`src/rtl/ysyx_23060072_lsu_stage_if.sv`:
```
// Data-memory port of the LSU stage: valid/ready request channel plus rvalid response channel.
interface ysyx_23060072_lsu_stage_if;
  logic        mem_valid_o;
  logic        mem_ready_i;
  logic        mem_we_o;
  logic [31:0] mem_addr_o;
  logic [31:0] mem_wdata_o;
  logic [3:0]  mem_wstrb_o;
  logic        mem_rvalid_i;
  logic [31:0] mem_rdata_i;

  modport master (
    output mem_valid_o, mem_we_o, mem_addr_o, mem_wdata_o, mem_wstrb_o,
    input  mem_ready_i, mem_rvalid_i, mem_rdata_i
  );

  modport slave (
    input  mem_valid_o, mem_we_o, mem_addr_o, mem_wdata_o, mem_wstrb_o,
    output mem_ready_i, mem_rvalid_i, mem_rdata_i
  );
endinterface

```
`src/rtl/ysyx_23060072_lsu_stage.sv`:
```
// RV32E memory-access stage: one load/store per instruction over a valid/ready port, registered WB payload.
// Optional misaligned-access trap enabled by defining YSYX_23060072_LSU_MISALIGN_CHK_EN.
module ysyx_23060072_lsu_stage #(
  parameter int TIMEOUT_CYCLES = 256
) (
  input  logic        clk,
  input  logic        rst_n,
  input  logic [31:0] pc_i,
  input  logic        load_flag_i,
  input  logic        store_flag_i,
  input  logic [1:0]  LSU_type_i,
  input  logic        LSU_signed_i,
  input  logic [31:0] operand_a_i,
  input  logic [31:0] operand_b_i,
  input  logic [31:0] operand_imm_i,
  input  logic [31:0] wb_data_ex_i,
  input  logic [4:0]  wb_addr_i,
  input  logic        wb_flag_i,
  ysyx_23060072_lsu_stage_if.master mem,
  output logic        lsu_hold_flag_o,
  output logic        bus_error_o,
  output logic [31:0] pc_o,
  output logic [4:0]  wb_addr_o,
  output logic        wb_flag_o,
  output logic [31:0] wb_data_o
);
  localparam int CNT_W = (TIMEOUT_CYCLES > 1) ? $clog2(TIMEOUT_CYCLES) : 1;
  localparam logic [CNT_W-1:0] CNT_LAST = CNT_W'((TIMEOUT_CYCLES > 0) ? TIMEOUT_CYCLES - 1 : 0);

  // MIS is the one-cycle completion of a trapped misaligned access.
  typedef enum logic [1:0] {IDLE, REQ, WAIT, MIS} state_t;
  state_t state, state_nxt;

  logic        acc, misalign, timeout, done;
  logic [31:0] ea, st_wdata;
  logic [1:0]  off;
  logic [3:0]  st_wstrb;
  logic [CNT_W-1:0] cnt;

  logic [31:0] lat_ea, lat_wdata, lat_pc, lat_wb_data;
  logic [3:0]  lat_wstrb;
  logic [1:0]  lat_type;
  logic [4:0]  lat_wb_addr;
  logic        lat_we, lat_sgn, lat_wb_flag;

  logic [4:0]  shamt;
  logic [31:0] rd_sh, ld_data;

  assign acc = load_flag_i | store_flag_i;
  assign ea  = operand_a_i + operand_imm_i;
  assign off = ea[1:0];

`ifdef YSYX_23060072_LSU_MISALIGN_CHK_EN
  assign misalign = ((LSU_type_i == 2'b01) && off[0]) || (LSU_type_i[1] && (off != 2'b00));
`else
  assign misalign = 1'b0;
`endif

  always_comb begin
    st_wdata = operand_b_i;
    st_wstrb = 4'b1111;
    case (LSU_type_i)
      2'b00: begin
        st_wdata = {4{operand_b_i[7:0]}};
        st_wstrb = 4'b0001 << off;
      end
      2'b01: begin
        st_wdata = {2{operand_b_i[15:0]}};
        st_wstrb = 4'b0011 << {off[1], 1'b0};
      end
      default: ;
    endcase
  end

  assign timeout = (TIMEOUT_CYCLES != 0) && (state == WAIT) && !mem.mem_rvalid_i && (cnt == CNT_LAST);
  assign done    = (state == WAIT) && (mem.mem_rvalid_i || timeout);

  assign lsu_hold_flag_o = ((state == IDLE) && acc) || (state == REQ) || ((state == WAIT) && !done);

  assign mem.mem_valid_o = (state == REQ);
  assign mem.mem_we_o    = lat_we;
  assign mem.mem_addr_o  = lat_ea;
  assign mem.mem_wdata_o = lat_wdata;
  assign mem.mem_wstrb_o = lat_wstrb;

  always_ff @(posedge clk) begin
    if (!rst_n) state <= IDLE;
    else        state <= state_nxt;
  end

  always_comb begin
    state_nxt = state;
    case (state)
      IDLE:    if (acc) state_nxt = misalign ? MIS : REQ;
      REQ:     if (mem.mem_ready_i) state_nxt = WAIT;
      WAIT:    if (done) state_nxt = IDLE;
      default: state_nxt = IDLE;
    endcase
  end

  // Halves pick lanes by off[1] only, so off=3 still reads lanes [3:2].
  always_comb begin
    shamt = {lat_ea[1:0], 3'b000};
    if (lat_type == 2'b01) shamt = {lat_ea[1], 4'b0000};
    rd_sh = mem.mem_rdata_i >> shamt;
    case (lat_type)
      2'b00:   ld_data = {{24{lat_sgn & rd_sh[7]}}, rd_sh[7:0]};
      2'b01:   ld_data = {{16{lat_sgn & rd_sh[15]}}, rd_sh[15:0]};
      default: ld_data = rd_sh;
    endcase
  end

  always_ff @(posedge clk) begin
    if (!rst_n) begin
      cnt         <= '0;
      lat_ea      <= '0;
      lat_we      <= 1'b0;
      lat_wdata   <= '0;
      lat_wstrb   <= '0;
      lat_type    <= '0;
      lat_sgn     <= 1'b0;
      lat_pc      <= '0;
      lat_wb_addr <= '0;
      lat_wb_flag <= 1'b0;
      lat_wb_data <= '0;
      pc_o        <= '0;
      wb_addr_o   <= '0;
      wb_flag_o   <= 1'b0;
      wb_data_o   <= '0;
      bus_error_o <= 1'b0;
    end else begin
      bus_error_o <= 1'b0;
      case (state)
        IDLE: begin
          if (acc) begin
            lat_ea      <= ea;
            lat_we      <= store_flag_i;
            lat_wdata   <= st_wdata;
            lat_wstrb   <= store_flag_i ? st_wstrb : 4'b0000;
            lat_type    <= LSU_type_i;
            lat_sgn     <= LSU_signed_i;
            lat_pc      <= pc_i;
            lat_wb_addr <= wb_addr_i;
            lat_wb_flag <= wb_flag_i;
            lat_wb_data <= wb_data_ex_i;
            wb_flag_o   <= 1'b0;
          end else begin
            pc_o      <= pc_i;
            wb_addr_o <= wb_addr_i;
            wb_flag_o <= wb_flag_i;
            wb_data_o <= wb_data_ex_i;
          end
        end
        REQ: begin
          wb_flag_o <= 1'b0;
          if (mem.mem_ready_i) cnt <= '0;
        end
        WAIT: begin
          cnt <= cnt + 1'b1;
          if (done) begin
            pc_o        <= lat_pc;
            wb_addr_o   <= lat_wb_addr;
            wb_flag_o   <= lat_wb_flag;
            wb_data_o   <= lat_we ? lat_wb_data : (timeout ? 32'h0 : ld_data);
            bus_error_o <= timeout;
          end else begin
            wb_flag_o <= 1'b0;
          end
        end
        default: begin
          pc_o        <= lat_pc;
          wb_addr_o   <= lat_wb_addr;
          wb_flag_o   <= 1'b0;
          bus_error_o <= 1'b1;
        end
      endcase
    end
  end
endmodule
```
`src/flat_wrapper.sv`:
```
// flat-port wrapper written by rule: the top's interface ports become plain ports
module ysyx_23060072_lsu_stage_flat 
#(
  parameter int TIMEOUT_CYCLES = 256
)
  (clk, rst_n, pc_i, load_flag_i, store_flag_i, LSU_type_i, LSU_signed_i, operand_a_i, operand_b_i, operand_imm_i, wb_data_ex_i, wb_addr_i, wb_flag_i, lsu_hold_flag_o, bus_error_o, pc_o, wb_addr_o, wb_flag_o, wb_data_o, mem_mem_valid_o, mem_mem_we_o, mem_mem_addr_o, mem_mem_wdata_o, mem_mem_wstrb_o, mem_mem_ready_i, mem_mem_rvalid_i, mem_mem_rdata_i);
  ysyx_23060072_lsu_stage_if mem_i ();
  input  logic clk;
  input  logic rst_n;
  input  logic [31:0] pc_i;
  input  logic load_flag_i;
  input  logic store_flag_i;
  input  logic [1:0] LSU_type_i;
  input  logic LSU_signed_i;
  input  logic [31:0] operand_a_i;
  input  logic [31:0] operand_b_i;
  input  logic [31:0] operand_imm_i;
  input  logic [31:0] wb_data_ex_i;
  input  logic [4:0] wb_addr_i;
  input  logic wb_flag_i;
  output logic lsu_hold_flag_o;
  output logic bus_error_o;
  output logic [31:0] pc_o;
  output logic [4:0] wb_addr_o;
  output logic wb_flag_o;
  output logic [31:0] wb_data_o;
  output wire logic [$bits(mem_i.mem_valid_o)-1:0] mem_mem_valid_o;
  output wire logic [$bits(mem_i.mem_we_o)-1:0] mem_mem_we_o;
  output wire logic [$bits(mem_i.mem_addr_o)-1:0] mem_mem_addr_o;
  output wire logic [$bits(mem_i.mem_wdata_o)-1:0] mem_mem_wdata_o;
  output wire logic [$bits(mem_i.mem_wstrb_o)-1:0] mem_mem_wstrb_o;
  input wire logic [$bits(mem_i.mem_ready_i)-1:0] mem_mem_ready_i;
  input wire logic [$bits(mem_i.mem_rvalid_i)-1:0] mem_mem_rvalid_i;
  input wire logic [$bits(mem_i.mem_rdata_i)-1:0] mem_mem_rdata_i;
  assign mem_mem_valid_o = mem_i.mem_valid_o;
  assign mem_mem_we_o = mem_i.mem_we_o;
  assign mem_mem_addr_o = mem_i.mem_addr_o;
  assign mem_mem_wdata_o = mem_i.mem_wdata_o;
  assign mem_mem_wstrb_o = mem_i.mem_wstrb_o;
  assign mem_i.mem_ready_i = mem_mem_ready_i;
  assign mem_i.mem_rvalid_i = mem_mem_rvalid_i;
  assign mem_i.mem_rdata_i = mem_mem_rdata_i;
  ysyx_23060072_lsu_stage #(.TIMEOUT_CYCLES(TIMEOUT_CYCLES)) u_core (.clk(clk), .rst_n(rst_n), .pc_i(pc_i), .load_flag_i(load_flag_i), .store_flag_i(store_flag_i), .LSU_type_i(LSU_type_i), .LSU_signed_i(LSU_signed_i), .operand_a_i(operand_a_i), .operand_b_i(operand_b_i), .operand_imm_i(operand_imm_i), .wb_data_ex_i(wb_data_ex_i), .wb_addr_i(wb_addr_i), .wb_flag_i(wb_flag_i), .mem(mem_i), .lsu_hold_flag_o(lsu_hold_flag_o), .bus_error_o(bus_error_o), .pc_o(pc_o), .wb_addr_o(wb_addr_o), .wb_flag_o(wb_flag_o), .wb_data_o(wb_data_o));
endmodule
```
`config.mk`:
```
export PLATFORM = sky130hd
export DESIGN_NAME = ysyx_23060072_lsu_stage_flat
export DESIGN_NICKNAME = d
export VERILOG_FILES = /design/src/rtl/ysyx_23060072_lsu_stage_if.sv /design/src/rtl/ysyx_23060072_lsu_stage.sv /design/src/flat_wrapper.sv
export SDC_FILE = /design/constraint.sdc
export NUM_CORES = 1
export LEC_CHECK = 0
export BUFFER_PORTS_ARGS = -buffer_cell sky130_fd_sc_hd__buf_4
export CORE_MARGIN = 2
export CORE_UTILIZATION = 35
export DETAILED_ROUTE_END_ITERATION = 6
export GPL_TIMING_DRIVEN = 0
export HOLD_SLACK_MARGIN = 0.12
export RECOVER_POWER = 100
export SLEW_MARGIN = 0
export SYNTH_ARGS = -nofsm -noshare
export SYNTH_HDL_FRONTEND = slang
export SYNTH_SLANG_ARGS = --single-unit
```
`constraint.sdc`:
```
create_clock -name clk -period 2.6 [get_ports clk]
set_input_delay 0.52 -clock clk [delete_from_list [all_inputs] [get_ports clk]]
set_output_delay 0.52 -clock clk [all_outputs]
set_load 0.005 [all_outputs]
```
Word level (Yosys, flattened, before mapping)
Cells that the tools add are included.
{"block": "totals", "output_inout_bits": 142, "elab_cells": 83, "regBits": 223}
{"block": "classes", "n_shift": 3, "n_mux": 27, "reduce_logical": 21, "add_sub_neg": 2, "n_eq_ne": 9, "bitwise": 4}
{"cell": "$mux 32", "n": 6}
{"cell": "$pmux 32 s2", "n": 3}
{"cell": "$pmux 32 s3", "n": 1}
{"cell": "$add 32x32->32", "n": 1}
{"cell": "$shr 32x5->32", "n": 1}
{"cell": "$pmux 8 s2", "n": 1}
{"cell": "$pmux 5 s3", "n": 1}
{"cell": "$mux 5", "n": 2}
{"cell": "$reduce_and 3->1", "n": 3}
{"cell": "$add 8x1->8 const B", "n": 1}
{"cell": "$eq 8x8->1 const B", "n": 1}
{"cell": "$mux 4", "n": 2}
{"cell": "$mux 8", "n": 1}
{"cell": "$pmux 4 s2", "n": 1}
{"cell": "$eq 2x1->1 const B", "n": 3}
{"cell": "$logic_not 2->1", "n": 3}
{"cell": "$mux 2", "n": 3}
{"cell": "$ne 2x1->1 const B", "n": 3}
{"cell": "$pmux 2 s3", "n": 1}
{"cell": "$logic_and 1x1->1", "n": 5}
{"cell": "$pmux 1 s2", "n": 2}
{"cell": "$reduce_and 2->1", "n": 2}
{"cell": "$reduce_bool 2->1", "n": 2}
{"cell": "$shl 1x2->4 const A", "n": 1}
{"cell": "other kinds (10)", "n": 16}

Logic depth before layout (Yosys ltp)
{"block": "depth", "depth_word": 9, "mapped_depth": 11}

Worst setup path before layout
OpenSTA, ideal clock, no wires.
{"block": "synth_timing", "path_type": "input to register", "start": "input port operand_a_i[0]", "end": "register u_core.lat_ea[30], in the netlist u_core.mem.mem_addr_o[30]", "path_slack_ps": -30, "path_stages": 11, "setup_time_ps": 118, "required_time_ps": 2482, "arrival_ps": 2512, "cell_sequence": "ha_1 > inv_1 > fa_1 > nor2b_1 > o31ai_1 > a311o_1 > o31ai_1 > nor3_1 > o31ai_1 > xnor2_1 > o21ai_1"}
{"block": "synth_via", "elab_chain_cells": 1}
{"element": "start, declared", "line": "flat_wrapper.sv:15", "source": "input logic [31:0] operand_a_i;"}
{"element": "$add 32x32->32", "line": "ysyx_23060072_lsu_stage.sv:50", "source": "assign ea = operand_a_i + operand_imm_i;"}
{"element": "end signal, assigned", "line": "ysyx_23060072_lsu_stage.sv:116", "source": "lat_ea <= '0;"}
{"element": "end signal, assigned", "line": "ysyx_23060072_lsu_stage.sv:136", "source": "lat_ea <= ea;"}
{"element": "end, declared", "line": "ysyx_23060072_lsu_stage.sv:40", "source": "logic [31:0] lat_ea, lat_wdata, lat_pc, lat_wb_data;"}
No other way between the ends.
A chain may end at the register's enable or synchronous reset.

Final worst setup path
{"block": "layout_timing", "start": "register u_core.cnt[3]", "end": "output port lsu_hold_flag_o"}
{"block": "layout_via", "elab_chain_cells": 7}
{"element": "start, declared", "line": "ysyx_23060072_lsu_stage.sv:38", "source": "logic [CNT_W-1:0] cnt;"}
{"element": "start signal, assigned", "line": "ysyx_23060072_lsu_stage.sv:159", "source": "cnt <= cnt + 1'b1;"}
{"element": "$eq 8x8->1", "line": "ysyx_23060072_lsu_stage.sv:75", "source": "assign timeout = (TIMEOUT_CYCLES != 0) && (state == WAIT) && !mem.mem_rvalid_i && (cnt == CNT_LAST);"}
{"element": "$logic_and 1x1->1", "line": "ysyx_23060072_lsu_stage.sv:75"}
{"element": "$logic_or 1x1->1", "line": "ysyx_23060072_lsu_stage.sv:76", "source": "assign done = (state == WAIT) && (mem.mem_rvalid_i || timeout);"}
{"element": "$logic_and 1x1->1", "line": "ysyx_23060072_lsu_stage.sv:76"}
{"element": "$logic_not 1->1", "line": "ysyx_23060072_lsu_stage.sv:78", "source": "assign lsu_hold_flag_o = ((state == IDLE) && acc) || (state == REQ) || ((state == WAIT) && !done);"}
{"element": "$logic_and 1x1->1", "line": "ysyx_23060072_lsu_stage.sv:78"}
{"element": "$logic_or 1x1->1", "line": "ysyx_23060072_lsu_stage.sv:78"}
{"element": "end, declared", "line": "flat_wrapper.sv:21", "source": "output logic lsu_hold_flag_o;"}
No other way between the ends.

==> results by group <==
Min path
  • Tightest Hold Check Type: in2reg

Place
  • Placer Congestion: 0.8665
  • Port bufs: 346
  • # placed instances: 2207
  • Place WS: -782.3 ps
  • Post-DP HPWL: 33730 um

Layout
  • P&R area growth vs syn: 34.56%
  • Share of layout cells above drive strength 1: 0.2183
  • Storage element area: 4478 um^2
  • Multi-input combinational cell area: 6449 um^2
  • Fillers: 3268
  • Final Util: 0.4813
  • Final Instance Count excl. Fillers: 2263
  • NumNets Final: 2080

Drt
  • Pre-antenna DRT Iters: 5
  • WL/cell: 19.17 um
  • Final ANT Viol Nets: 0
  • # DRC: 0
  • Routed wire length: 43370 um
  • Iteration-0 DRC Markers: 789
  • Via Count: 12117
  • Number of vias per cell: 5.354

Worst setup path
  • Worst R2R Setup Slack: 130 ps
  • Worst R2R Path Depth: 6
  • Worst path slowest cell: dfxtp_2
  • Worst Path Arrival: 2010 ps
  • Crit path to: lsu_hold_flag_o
  • CP Capture Type: output pin
  • Critical path type: reg2out
  • Worst EP required: 2080 ps
  • CP max stage delay: 370 ps
  • Top fanout value on the critical path: 4
  • Reg2reg end: u_core.mem.mem_wdata_o[5]
  • Critical Path Start: u_core.cnt[3]
  • Critical R2R Launch: u_core.state[1]
  • Critical-path cell list: nand3_2, nor2_4, a31oi_2, a211oi_4, clkbuf_8, inv_4, buf_6
  • Worst setup SP type: flip-flop

Logic synthesis
  • Synth Area per Inst: 7.776 um^2
  • Number of synthesized register bits: 223
  • Cell area after synthesis: 11350 um^2
  • Most frequent cells after synthesis: nand2_1, dfxtp_1, a21oi_1, nor2_1, clkbuf_1
  • Top_reg_cell synth: dfxtp_1
  • Post-Synthesis Cells: 1459
  • Most common cell in the netlist: nand2_1
  • Syn Nets: 1699
  • Largest area contributor in the netlist: dfxtp_1
  • Sequential-to-total area share from yosys stat: 0.3935
  • Number of synthesized flops with an enable pin: 0
  • Post-synth top area share: 0.3935
  • Top post-synthesis cells by area: dfxtp_1, nand2_1, a21oi_1
  • Yosys cell types: 56
  • Ys Warns: 0
  • Post-synth ARST share: 0

Clock tree
  • Worst skew pair latency: 540 ps
  • Root Buffer: clkbuf_16
  • Cts hold-fix bufs: 0
  • H-tree Lvls: 1
  • Sink Count: 223
  • Max Root-Sink Buffers: 3
  • Reg clk slew, reported paths: 60 ps
  • CTS Buf Count: 26
  • CTS tree: done

STA
  • Skew final: 23.34 ps
  • Max-slew headroom: 0.3682
  • Final setup vio count: 0
  • Slew Viols, Final: 0
  • Fin crit share: 0.9744
  • Final worst slack: 66.52 ps
  • Fmax: 394.7 MHz
  • Slew @ Worst Pin: 941.4 ps
  • Post-layout min period: 2533 ps
  • Final Hold Fails: 0
  • Setup_tns: 0 ps
  • WHS: 230.3 ps
  • Unrepaired setup endpoints after global routing: yes

Power
  • VDD IR max: 0.6415 mV
  • LEAKAGE: 6.296 nW
  • Power density over the cells: 671.0 nW/um^2

Status
  • Status: complete, no violations

Run
  • MaxCap Viol Count: 0

Die
  • # rows: 65
  • Initial Util: 0.3577
  • Die Y: 184.0 um
  • Die area: 33870 um^2
  • Core ar.: 31720 um^2
  • Die Wd: 184.0 um
  • IO Count: 349

Global route
  • Vias in the first global route: 11662
  • Grt ovf: 0
  • Antenna violations before repair: 2
  • All-Layer GR Usage: 0.2474
  • First-pass GRT wire length: 65610 um
  • Pin count of the biggest net entering global routing: 14
[per-layer routing]
metal,GRT usage,vias to the layer above,share of wire
li1,-,5939,-
met1,0.3154,5684,0.44
met2,0.4154,408,0.46
met3,0.05131,84,0.063
met4,0.08384,2,0.036
met5,0,-,0.00037
[metrics by stage]
stage	power, mW	area [um^2]
3_5_place_dp	6.650	14450
6_report	10.24	15270
5_1_grt	10.73	15270
3_3_place_gp	6.623	14450
4_1_cts	10.38	15450
2_1_floorplan	5.406	11350
[area by class of cell]
cell class | count | area share
Multi-Input combinational cell | 1105 | 0.4224
Sequential cell | 223 | 0.2933
Timing Repair Buffer | 355 | 0.1609
Clock buffer | 35 | 0.04548
Tap cell | 402 | 0.03295
Buffer | 115 | 0.03106
Clock inverter | 13 | 0.01016
Inverter | 14 | 0.003606
Antenna cell | 1 | 0.0001639
[state kept, by name (all words and copies together) (netlist names)]
| signal | count |
|---|---|
| u_core.mem.mem_addr_o | 32 |
| u_core.bus_error_o | 1 |
| u_core.mem.mem_wdata_o | 32 |
| u_core.lat_wb_flag | 1 |
| u_core.pc_o | 32 |
| u_core.state | 2 |
| u_core.lat_wb_addr | 5 |
| u_core.lat_type | 2 |
| u_core.mem.mem_we_o | 1 |
| u_core.wb_data_o | 32 |
| u_core.cnt | 8 |
| u_core.wb_addr_o | 5 |
| u_core.lat_sgn | 1 |
| u_core.mem.mem_wstrb_o | 4 |
| u_core.wb_flag_o | 1 |
| u_core.lat_pc | 32 |
| u_core.lat_wb_data | 32 |
[where the power goes]
| part | switching (mW) | internal, mW | total (mW) |
|---|---|---|---|
| Clock | 1.53 | 2.18 | 3.71 |
| Combinational | 1.50 | 1.07 | 2.57 |
| Sequential | 0.202 | 3.77 | 3.97 |
[kinds of logic after synthesis]
family / after synthesis / share of synthesized area
xor+xnor: 25 / 0.01930
simple gates: 576 / 0.2166
flops: 223 / 0.3935
compound gates: 427 / 0.2390
fa+ha+maj: 33 / 0.03705
buf+inv: 131 / 0.04588
mux: 44 / 0.04874
[cell usage in the layout, fill, tap and decap left out, types with 5 or more instances in the layout]
cell type  count
nand2_1      328
dfxtp_1      216
buf_4        209
a21oi_1      166
clkbuf_1     162
nor2_1       127
o21ai_0       96
clkbuf_4      89
a311oi_1      45
mux2i_1       35
nor3_1        33
ha_1          31
nand3_1       27
clkbuf_16     26
o211ai_1      22
a211oi_1      17
xnor2_1       16
a21o_1        14
a221oi_1      14
inv_1         13
a221oi_2      10
nor4_2        10
xor2_1         9
mux4_2         9
nor2b_1        8
clkinv_2       8
buf_2          7
o21a_1         7
nand2b_1       7
nor4_1         7
nand4_1        6
clkbuf_2       5
o31ai_1        5
a31oi_1        5
dfxtp_2        5
[timing repair]
action,in CTS,in global routing
gates resized for setup,28,13
buffers inserted,6,3
pin swaps,4,5
endpoints found under the setup margin,145,32
[worst min-delay path by stage]
stage                                 start                end  slack, ps  cells past startpoint
after floorplan            u_core.lat_pc[0]   u_core.lat_pc[0]        430                      2
after global placement    u_core.lat_pc[14]  u_core.lat_pc[14]        440                      2
after CTS                           pc_i[9]   u_core.lat_pc[9]        210                      3
after detailed placement   u_core.lat_pc[6]   u_core.lat_pc[6]        440                      2
after global routing                pc_i[9]   u_core.lat_pc[9]        220                      3
final                               pc_i[9]   u_core.lat_pc[9]        230                      3
[critical path, delay by kind of cell, from the launching register on]
kind | cells | cell delay (ps)
buffers and inverters | 3 | 330
DFF | 1 | 370
AOI/OAI and AO/OA | 2 | 480
and+or+nand+nor | 2 | 300
Power figures use the tool's default switching activity.
